### config.mk
export PLATFORM = sky130hd
export DESIGN_NAME = ew_vehicle_detector
export DESIGN_NICKNAME = d
export VERILOG_FILES = /design/src/rtl/ew_vehicle_detector.sv
export SDC_FILE = /design/constraint.sdc
export NUM_CORES = 1
export LEC_CHECK = 0
export CAP_MARGIN = 30
export CORE_MARGIN = 3
export CORE_UTILIZATION = 60
export DETAILED_ROUTE_END_ITERATION = 8
export DONT_BUFFER_PORTS = 1
export PLACE_DENSITY = 0.76
export SLEW_MARGIN = 10
export SYNTH_ARGS = -nofsm -noshare
export SYNTH_HDL_FRONTEND = slang
export SYNTH_SLANG_ARGS = --single-unit
### constraint.sdc
create_clock -name i_clk -period 2 [get_ports i_clk]
set_clock_uncertainty 0.05 [all_clocks]
set_input_delay 0.4 -clock i_clk [delete_from_list [all_inputs] [get_ports i_clk]]
set_output_delay 0.4 -clock i_clk [all_outputs]
set_load 0.005 [all_outputs]
### src/rtl/ew_vehicle_detector.sv
// East-west inductive-loop conditioner: synchronises the raw loop sensor, debounces
// arrivals, bridges short dropouts and counts qualified vehicle arrivals.
module ew_vehicle_detector #(
   parameter int DEBOUNCE_CYCLES = 4,
   parameter int HOLD_CYCLES     = 8,
   parameter int CNT_W           = 8
) (
   input  logic             i_clk,
   input  logic             i_rst_n,
   input  logic             i_loop_raw,
   input  logic             i_cnt_clr,
   output logic             o_ew_vd,
   output logic             o_veh_arrive,
   output logic [CNT_W-1:0] o_veh_count,
   output logic [1:0]       o_state
);

   localparam int DEB_W  = $clog2(DEBOUNCE_CYCLES);
   localparam int HOLD_W = $clog2(HOLD_CYCLES);
   localparam logic [DEB_W-1:0]  DEB_LAST  = DEB_W'(DEBOUNCE_CYCLES - 1);
   localparam logic [HOLD_W-1:0] HOLD_LAST = HOLD_W'(HOLD_CYCLES - 1);
   localparam logic [CNT_W-1:0]  CNT_MAX   = {CNT_W{1'b1}};

   typedef enum logic [1:0] {
      IDLE    = 2'd0,
      QUALIFY = 2'd1,
      PRESENT = 2'd2,
      HOLD    = 2'd3
   } state_t;

   state_t            state_r, state_nxt_s;
   logic              sync1_r, sync2_r;
   logic [DEB_W-1:0]  deb_cnt_r, deb_cnt_nxt_s;
   logic [HOLD_W-1:0] hold_cnt_r, hold_cnt_nxt_s;
   logic              ew_vd_r, ew_vd_nxt_s;
   logic              arrive_r, arrive_nxt_s;
   logic [CNT_W-1:0]  count_r, count_nxt_s;

   // Two-flop synchroniser for the asynchronous loop input
   always_ff @(posedge i_clk or negedge i_rst_n) begin
      if (!i_rst_n) begin
         sync1_r <= 1'b0;
         sync2_r <= 1'b0;
      end else begin
         sync1_r <= i_loop_raw;
         sync2_r <= sync1_r;
      end
   end

   // State, counters and registered outputs
   always_ff @(posedge i_clk or negedge i_rst_n) begin
      if (!i_rst_n) begin
         state_r    <= IDLE;
         deb_cnt_r  <= '0;
         hold_cnt_r <= '0;
         ew_vd_r    <= 1'b0;
         arrive_r   <= 1'b0;
         count_r    <= '0;
      end else begin
         state_r    <= state_nxt_s;
         deb_cnt_r  <= deb_cnt_nxt_s;
         hold_cnt_r <= hold_cnt_nxt_s;
         ew_vd_r    <= ew_vd_nxt_s;
         arrive_r   <= arrive_nxt_s;
         count_r    <= count_nxt_s;
      end
   end

   // Next-state decode, debounce/hold counting and arrival detection
   always_comb begin
      state_nxt_s    = state_r;
      deb_cnt_nxt_s  = deb_cnt_r;
      hold_cnt_nxt_s = hold_cnt_r;
      ew_vd_nxt_s    = ew_vd_r;
      arrive_nxt_s   = 1'b0;
      case (state_r)
         IDLE: begin
            ew_vd_nxt_s = 1'b0;
            if (sync2_r) begin
               state_nxt_s   = QUALIFY;
               deb_cnt_nxt_s = DEB_W'(1);
            end else begin
               state_nxt_s   = IDLE;
            end
         end
         QUALIFY: begin
            if (!sync2_r) begin
               state_nxt_s   = IDLE;
               deb_cnt_nxt_s = '0;
               ew_vd_nxt_s   = 1'b0;
            end else if (deb_cnt_r == DEB_LAST) begin
               state_nxt_s   = PRESENT;
               deb_cnt_nxt_s = '0;
               ew_vd_nxt_s   = 1'b1;
               arrive_nxt_s  = 1'b1;
            end else begin
               deb_cnt_nxt_s = deb_cnt_r + DEB_W'(1);
               ew_vd_nxt_s   = 1'b0;
            end
         end
         PRESENT: begin
            ew_vd_nxt_s = 1'b1;
            if (!sync2_r) begin
               state_nxt_s    = HOLD;
               hold_cnt_nxt_s = HOLD_W'(1);
            end else begin
               state_nxt_s    = PRESENT;
            end
         end
         HOLD: begin
            // A returning signal is the same vehicle, so no new arrival is flagged
            if (sync2_r) begin
               state_nxt_s    = PRESENT;
               hold_cnt_nxt_s = '0;
               ew_vd_nxt_s    = 1'b1;
            end else if (hold_cnt_r == HOLD_LAST) begin
               state_nxt_s    = IDLE;
               hold_cnt_nxt_s = '0;
               ew_vd_nxt_s    = 1'b0;
            end else begin
               hold_cnt_nxt_s = hold_cnt_r + HOLD_W'(1);
               ew_vd_nxt_s    = 1'b1;
            end
         end
         default: begin
            state_nxt_s    = IDLE;
            deb_cnt_nxt_s  = '0;
            hold_cnt_nxt_s = '0;
            ew_vd_nxt_s    = 1'b0;
         end
      endcase
   end

   // Saturating arrival counter; a clear coinciding with an arrival lands on one
   always_comb begin
      count_nxt_s = count_r;
      if (i_cnt_clr) begin
         count_nxt_s = arrive_nxt_s ? CNT_W'(1) : '0;
      end else if (arrive_nxt_s && (count_r != CNT_MAX)) begin
         count_nxt_s = count_r + CNT_W'(1);
      end else begin
         count_nxt_s = count_r;
      end
   end

   assign o_ew_vd      = ew_vd_r;
   assign o_veh_arrive = arrive_r;
   assign o_veh_count  = count_r;
   assign o_state      = state_r;

endmodule

==> results.txt, run 1 <==
Post-Synth Simple-Gate Area: 0.188
most frequent cells in the layout: dfrtp_1, nor2_1, a21oi_1, nand2_1
RSZ-0062 raised after global routing: no
adder-cell area share of the yosys netlist: 0.0516
worst hold stages: 0
Slew HR: 0.461
GRT Total Usage: 0.202
Critical R2R Launch: o_veh_count[0]
maximum vdd drop: 0.526 mV
Layout Nets: 100
Fin. Hold Viols: 0
IO buf count: 0
xor and xnor area share after synthesis: 0
GR Overflow Total: 0
critical path startpoint category: flip-flop
CORE AREA: 0.00140 mm²
FMAX: 627 MHz
hpwl dp: 1280 µm
largest fanout on the critical path: 7
Hold WS: 0.0741 ns
Root Driver: clkbuf_4
clock transition at the registers of the reported paths: 0.10 ns
# hold bufs at CTS: 1
GPL Wtd Cong: 0.810
Synth Cell Area: 970 µm²
final core occ: 0.721
Initial Util: 0.693
largest net degree at the start of global routing: 20
measured slew at the worst slew-check pin: 0.806 ns
CTS Buf Count: 3
status: finished clean
clk buf depth: 2
Post-Place Cells: 101
Compound-Gate Fraction of Synth Area: 0.203
CP max-delay cell: dfrtp_1
post-route minimum period: 1.60 ns
IO Pins: 16
sequential share of the synthesized area: 0.490
pre-CTS setup slack: 0.427 ns
Crit Path Category: flip-flop to flip-flop
hold path start: i_loop_raw
Static Leakage: 0.000452 µW
Avg WL per Cell: 16.3 µm
layout cells sized above 1: 0.0879
# DRC: 0
TNS Setup: 0 ns
crit end category: flip-flop
setup violators final: 0
largest family of logic cells by synthesized area: compound AO/OA/AOI/OAI gates
setup slack after layout: 0.404 ns
Critical Path RT: 2.13 ns
Ys Warns: 0
Distinct cells, synth: 34
max-slew violation count: 0
Post-Syn Nets: 97
Hold Crit Class: primary input to flip-flop
Area Growth Syn to Fin: 4.00%
initial DRC count: 24
row count: 13
die area: 0.00213 mm²
Post-CTS Setup Repair Bufs: 0
period utilisation layout: 0.798
initial antenna violation count: 0
vias in the first global route: 660
Skew-Pair Late Insertion Delay: 0.29 ns
# resized after CTS: 0
CP Cell Sequence: ha_1 -> nand3_1 -> a211oi_2 -> mux2_1
Worst Path Arrival: 1.73 ns
Reg2Reg Capture Point: o_veh_count[4]
Bufs and invs on worst path: 0
Worst setup startpoint: o_veh_count[0]
mux contribution to synthesized area: 0.0335
Die W: 46.2 µm
Synth Instances: 89
Ant. Diodes: 0
routed vias: 704
PD cells: 874 mW/mm²
Hold EP: sync1_r
slowest stage delay, CP: 0.43 ns
H-tree depth: 1
Synth async-reset ratio: 1.00
Final ANT Viol Nets: 0
number of synthesized flops with an enable pin: 0
final cell count without fillers: 106
Pre-antenna DRT Iters: 4
die height: 46.2 µm
Mean Syn Cell Area: 10.9 µm²
first-pass GRT wire length: 3030 µm
Seq cells post-synth: 19
clk sinks: 19
R2R cell count: 4
Via density: 6.64
prevailing post-synth register cell: dfrtp_1
Max-Cap Viols: 0
R2R Setup Slk: 0.40 ns
final wirelength: 1730 µm
commonest non-fill, non-tap cell in the layout: dfrtp_1
CP top delay family: flip-flops
CTS tree: built
[where the power goes]
group	total [µW]	internal, µW	switching, µW	leakage, µW
clock	188	77.6	110	0.0000150
sequential	513	444	69.4	0.000252
combinational	180	91.0	88.6	0.000185
total	881	613	268	0.000452
[worst max-delay path by stage]
stage          cells after the start        endpoint
2_1_floorplan                      4  o_veh_count[4]
3_5_place_dp                       4  o_veh_count[4]
3_3_place_gp                       4  o_veh_count[4]
5_1_grt                            4  o_veh_count[4]
4_1_cts                            4  o_veh_count[4]
6_report                           4  o_veh_count[4]
[flip-flops by register name, indices dropped and copies added, names as in the netlist, named ones only]
| register | flops |
|---|---|
| deb_cnt_r | 2 |
| hold_cnt_r | 3 |
| o_ew_vd | 1 |
| o_state | 1 |
| o_veh_arrive | 1 |
| o_veh_count | 8 |
| sync1_r | 1 |
| sync2_r | 1 |
[cells by family after synthesis]
group | count (synthesis)
compound gates | 25
fa+ha+maj | 4
flops | 19
mux | 3
buf+inv | 6
simple gates | 32
[routing by layer]
| layer | wire length [µm] | track usage |
|---|---|---|
| met1 | 787 | 0.300 |
| met2 | 812 | 0.277 |
| met3 | 110 | 0.0469 |
| met4 | 22 | 0.0852 |
| met5 | 0 | 0 |
[cell usage after synthesis (2+ instances only)]
cell type / number / share of area
a211oi_1: 3 / 0.023
a21oi_1: 5 / 0.026
a311oi_1: 2 / 0.018
a41oi_1: 3 / 0.027
and2_1: 2 / 0.013
and3_1: 4 / 0.026
dfrtp_1: 19 / 0.49
ha_1: 4 / 0.052
inv_1: 2 / 0.0077
nand2_1: 5 / 0.019
nand2b_1: 3 / 0.019
nand3_1: 3 / 0.015
nor2_1: 8 / 0.031
nor2b_1: 4 / 0.026
o21ai_0: 3 / 0.015
[area by class of cell]
cell class              count  area [µm²]
flip-flops and latches     19         475
multi-input cells          64         462
fillers                   103         390
clock buffers               4        26.3
well taps                  15        18.8
inverters                   3        16.3
repair buffers              1        10.0
[metrics by stage]
stage               total power (µW)  instance area, µm²
finish                           881                1010
global route                     942                1010
CTS                              892                1010
detailed placement               695                 972
global placement                 682                 972
floorplan                        654                 970
No activity file was read; power rests on OpenSTA's default activity.
==> inputs of run 2 (changes only) <==
- CORE_ASPECT_RATIO: not set -> 0.75
- CORE_UTILIZATION: 60 -> 54
- PLACE_DENSITY: 0.76 -> 0.72
- clock period: 2 -> 1.4 ns (I/O delays scaled with it)
==> results.txt, run 2 (synthesis results as in run 1) <==
IO buf count: 0
# DRC: 0
final wirelength: 2710 µm
Switch Pwr: 475 µW
Die W: 54.9 µm
pre-CTS setup slack: -0.0415 ns
vias in the first global route: 785
clk buf depth: 2
max reg flops: 8
R2R cell count: 4
Via density: 6.40
Critical Path Stages: 4
initial DRC count: 26
final core occ: 0.823
PD cells: 1130 mW/mm²
Fin. Hold Viols: 0
GPL Wtd Cong: 0.864
slowest stage delay, CP: 0.41 ns
Critical Path RT: 1.54 ns
Area after DPL: 0.00110 mm²
hold path start: i_cnt_clr
Crit Path Category: flip-flop to flip-flop
status: finished clean
GRT Total Usage: 0.244
Skew-Pair Late Insertion Delay: 0.30 ns
Static Leakage: 0.000562 µW
Finished Cell Area: 0.00130 mm²
final cell count without fillers: 134
Slew HR: 0.786
layout cells sized above 1: 0.416
Max-Cap Viols: 0
die area: 0.00235 mm²
critical path startpoint category: flip-flop
FMAX: 721 MHz
CP Cell Sequence: ha_4 -> nand4b_4 -> a211oi_2 -> mux2_4
Initial Util: 0.615
worst hold stages: 2
Layout Nets: 122
initial antenna violation count: 0
Ant. Diodes: 0
RSZ-0062 raised after global routing: yes
Hold WS: 0.117 ns
die height: 42.7 µm
Pre-antenna DRT Iters: 4
Root Driver: clkbuf_4
Critical R2R Launch: deb_cnt_r[1]
clock transition at the registers of the reported paths: 0.10 ns
largest fanout on the critical path: 3
CP max-delay cell: dfrtp_1
internal power: 992 µW
IO Pins: 16
Clk network pwr share: 0.192
Comb pwr share: 0.321
crit end category: flip-flop
Bufs and invs on worst path: 0
Seq pwr share: 0.487
maximum vdd drop: 0.850 mV
GR Overflow Total: 0
setup violators final: 0
post-route minimum period: 1.39 ns
clk sinks: 19
most frequent cells in the layout: dfrtp_1, buf_4, nor2_1
setup slack after layout: 0.0128 ns
switching share of power: 0.324
Avg WL per Cell: 20.2 µm
period utilisation layout: 0.991
Final ANT Viol Nets: 0
fillers: 89
Post-Place Cells: 123
first-pass GRT wire length: 4020 µm
Hold Crit Class: primary input to flip-flop
hpwl dp: 1630 µm
row count: 12
measured slew at the worst slew-check pin: 0.320 ns
largest net degree at the start of global routing: 20
max-slew violation count: 0
Worst setup startpoint: deb_cnt_r[1]
CP top delay family: flip-flops
Worst Path Arrival: 1.53 ns
H-tree depth: 1
CTS tree: built
CTS Buf Count: 3
routed vias: 857
Area Growth Syn to Fin: 33.8%
CORE AREA: 0.00158 mm²
run 2: changes by cell type in the layout (fill, tap and decap cells not counted), sizes merged:
cell and change:
buf +20, dlygate4sd3 +2
run 2: cell type report:
cell class	count	area [µm²]	area share
clock buffers	4	26.3	0.0203
inverters	3	16.3	0.0125
multi-input cells	64	566	0.436
flip-flops and latches	19	475	0.366
well taps	21	26.3	0.0203
repair buffers	23	188	0.145
run 2: stage by stage:
step	total power [µW]	TNS, ns
detailed placement	1050	-0.134
floorplan	935	-0.0227
global route	1560	-0.115
finish	1470	0
CTS	1400	-0.00156
global placement	1020	0
run 2: power by group through the flow:
stage | Sequential, µW | Clock, µW | Combinational [µW]
finish | 714 | 282 | 471
global route | 722 | 314 | 520
CTS | 707 | 284 | 406
detailed placement | 709 | 0 | 337
global placement | 703 | 0 | 321
floorplan | 710 | 0 | 225
run 2: final timing paths:
check,to,slack (ns)
setup reg to reg,o_veh_count[4],0.01
hold / removal,o_veh_count[1],0.12
hold reg to reg,sync2_r,0.32
setup / recovery,o_veh_count[4],0.01
max in group asynchronous,o_veh_count[0],0.80
min in group asynchronous,o_veh_count[5],0.16
run 2: metal layers:
layer  share of wire  global-route usage
met5               0                   0
met4           0.018              0.0437
met3           0.064              0.0877
met2            0.49               0.392
met1            0.42               0.315
run 2: repair_timing:
item / 4_1_cts / 5_1_grt
hold buffers: 3 / 0
pin swaps: 2 / 7
endpoints found under the hold margin: 25 / 0
buffers inserted: 2 / 1
cloned: 0 / 0
endpoints found under the setup margin: 7 / 9
resized for setup: 6 / 15
==> inputs of run 3 (changes only) <==
- CORE_ASPECT_RATIO: 0.75 -> not set
- CORE_UTILIZATION: 54 -> 60
- PLACE_DENSITY: 0.72 -> 0.76
- SETUP_SLACK_MARGIN: not set -> 0.2
- clock period: 1.4 -> 1.41 ns (I/O delays scaled with it)
==> results.txt, run 3 <==
IO Pins: 16
GPL Wtd Cong: 0.773
Compound-Gate Fraction of Synth Area: 0.203
largest net degree at the start of global routing: 20
top-count cell post-synth: dfrtp_1
clk buf depth: 2
largest family of logic cells by synthesized area: compound AO/OA/AOI/OAI gates
Post-Synth Simple-Gate Area: 0.188
Die W: 46.2 µm
clk sinks: 19
Post-Syn Nets: 97
largest area contributor in the netlist: dfrtp_1
IO buf count: 0
Post-Place Cells: 115
number of synthesized flops with an enable pin: 0
Synth top area share: 0.490
Area contributors post-synth: dfrtp_1, ha_1, nor2_1, a41oi_1, a21oi_1
Seq cells post-synth: 19
Ys Warns: 0
prevailing post-synth register cell: dfrtp_1
adder-cell area share of the yosys netlist: 0.0516
xor and xnor area share after synthesis: 0
H-tree depth: 1
worst_ep kind: register data pin
last stage reached: global routing (5_1_grt)
CTS Buf Count: 3
most instantiated cells after synthesis: dfrtp_1, nor2_1, a21oi_1, nand2_1
Mean Syn Cell Area: 10.9 µm²
status: aborted with a tool error
Distinct cells, synth: 34
hpwl dp: 1510 µm
worst setup endpoint GRT: o_veh_count[6]$_DFFE_PN0P_/D
Synth Instances: 89
sequential share of the synthesized area: 0.490
Synth Cell Area: 970 µm²
mux contribution to synthesized area: 0.0335
die height: 46.2 µm
Initial Util: 0.693
First Err: [ERROR DPL-0038] Utilization greater than 100%, impossible to legalize
row count: 13
Root Driver: clkbuf_4
Synth async-reset ratio: 1.00
==> run 3: timing repair <==
| action | CTS |
|---|---|
| endpoints found under the hold margin | 25 |
| hold buffers | 3 |
| setup endpoints to repair | 15 |
| buffers inserted | 8 |
| pin swaps | 3 |
| gates resized for setup | 10 |
==> run 3: logic make-up after synthesis <==
family,after synthesis
AO/OA/AOI/OAI,25
AND/OR/NAND/NOR,32
adder cells (fa/ha/maj),4
buffers and inverters,6
flip-flops,19
multiplexers,3
==> run 3: metrics by stage <==
step	utilization	area (µm²)	worst slack [ns]	TNS, ns
floorplan	-	1030	-0.0127	-0.0127
detailed placement	0.808	1130	0.0130	0
global placement	0.808	1130	0.0523	0
CTS	0.920	1290	0.0167	0
==> inputs of run 4 (changes only) <==
- CORE_AREA: not set -> 3 3 64 66
- CORE_MARGIN: 3 -> not set
- CORE_UTILIZATION: 60 -> not set
- DIE_AREA: not set -> 0 0 67 69
- PLACE_DENSITY: 0.76 -> not set
- PLACE_DENSITY_LB_ADDON: not set -> 0.15
- SETUP_SLACK_MARGIN: 0.2 -> not set
==> results.txt, run 4 (synthesis results as in run 1) <==
GR Overflow Total: 0
measured slew at the worst slew-check pin: 0.439 ns
Critical Path RT: 1.51 ns
setup slack after layout: 0.0128 ns
Slew HR: 0.706
Hold EP: o_veh_count[6]
GRT Total Usage: 0.111
Hold Crit Class: primary input to flip-flop
critical path startpoint category: flip-flop
Skew-Pair Late Insertion Delay: 0.26 ns
routed vias: 785
Final ANT Viol Nets: 0
layout cells sized above 1: 0.365
die height: 69 µm
hpwl dp: 1590 µm
H-tree depth: 1
vias in the first global route: 818
max reg flops: 8
crit end category: flip-flop
IO Pins: 16
period utilisation layout: 0.991
initial DRC count: 29
IO buf count: 0
R2R cell count: 4
hold path start: i_cnt_clr
pre-CTS setup slack: -0.0241 ns
post-route minimum period: 1.40 ns
CTS Buf Count: 3
Ant. Diodes: 0
Worst Path Arrival: 1.49 ns
largest fanout on the critical path: 3
CORE AREA: 0.00363 mm²
Final Total Pwr: 1500 µW
Die W: 67 µm
most frequent cells in the layout: buf_4, dfrtp_1, nor2_1
initial antenna violation count: 0
die area: 0.00462 mm²
Critical R2R Launch: o_veh_count[1]
clk buf depth: 2
Fin. Hold Viols: 0
max-slew violation count: 0
Layout Nets: 124
Avg WL per Cell: 13.6 µm
Crit Path Category: flip-flop to flip-flop
clock transition at the registers of the reported paths: 0.07 ns
Multi-input gate area: 532 µm²
CTS tree: built
clk sinks: 19
first-pass GRT wire length: 3990 µm
R2R Setup Slk: 0.01 ns
Pre-antenna DRT Iters: 4
GPL Wtd Cong: 0.799
RSZ-0062 raised after global routing: yes
PD cells: 1130 mW/mm²
final wirelength: 2210 µm
Max-Cap Viols: 0
largest net degree at the start of global routing: 20
Hold WS: 0.0248 ns
worst hold stages: 1
row count: 22
TNS Setup: 0 ns
Register Area: 475 µm²
Static Leakage: 0.000584 µW
maximum vdd drop: 0.341 mV
FMAX: 716 MHz
Area Growth Syn to Fin: 37.4%
setup violators final: 0
# DRC: 0
fillers: 364
Initial Util: 0.267
status: finished clean
Reg2Reg Capture Point: o_veh_count[4]
commonest non-fill, non-tap cell in the layout: buf_4
Root Driver: clkbuf_8
Via density: 4.82
[run 4: layout make-up]
type | instances | share of cell area
multi-input cells | 64 | 0.399
flip-flops and latches | 19 | 0.357
repair buffers | 25 | 0.153
well taps | 48 | 0.0451
clock buffers | 4 | 0.0338
inverters | 3 | 0.0122
[run 4: metal layers]
metal,GRT usage,vias up,part of all wire
met5,0,-,0
met4,0.0405,0,0.0081
met3,0.0293,2,0.038
met2,0.146,10,0.41
met1,0.170,383,0.55
li1,-,390,-
[run 4: critical path, cell delays in order (launching register included)]
cell	delay [ns]
dfrtp_1	0.41
ha_4	0.17
nand3_1	0.09
a211oi_2	0.24
mux2_1	0.34
[run 4: what timing repair did]
| action | CTS | global route |
|---|---|---|
| hold buffers | 2 | 0 |
| pin swaps | 1 | 3 |
| hold endpoints to repair | 20 | 0 |
| setup endpoints to repair | 3 | 9 |
| buffers inserted | 0 | 3 |
| resized for setup | 4 | 11 |
[run 4: through the flow]
step	utilization	cells	cell area, µm²
2_1_floorplan	-	89	978
3_3_place_gp	0.319	153	1160
3_5_place_dp	0.319	153	1160
4_1_cts	0.342	159	1240
5_1_grt	0.367	163	1330
6_report	0.367	163	1330
[run 4: power by group]
group | switching, µW | internal (µW) | total, µW
clock network | 180 | 201 | 381
registers | 71.9 | 631 | 703
logic | 191 | 227 | 418
total | 442 | 1060 | 1500
[run 4: worst max-delay path by stage]
stage / start / to / slack, ns
6_report: o_veh_count[1] / o_veh_count[4] / 0.01
5_1_grt: o_veh_count[1] / o_veh_count[4] / -0.06
4_1_cts: o_veh_count[1] / o_veh_count[4] / -0.008
3_5_place_dp: o_veh_count[1] / o_veh_count[4] / -0.02
3_3_place_gp: o_veh_count[1] / o_veh_count[4] / -0.003
2_1_floorplan: o_veh_count[4] / o_veh_count[4] / -0.01
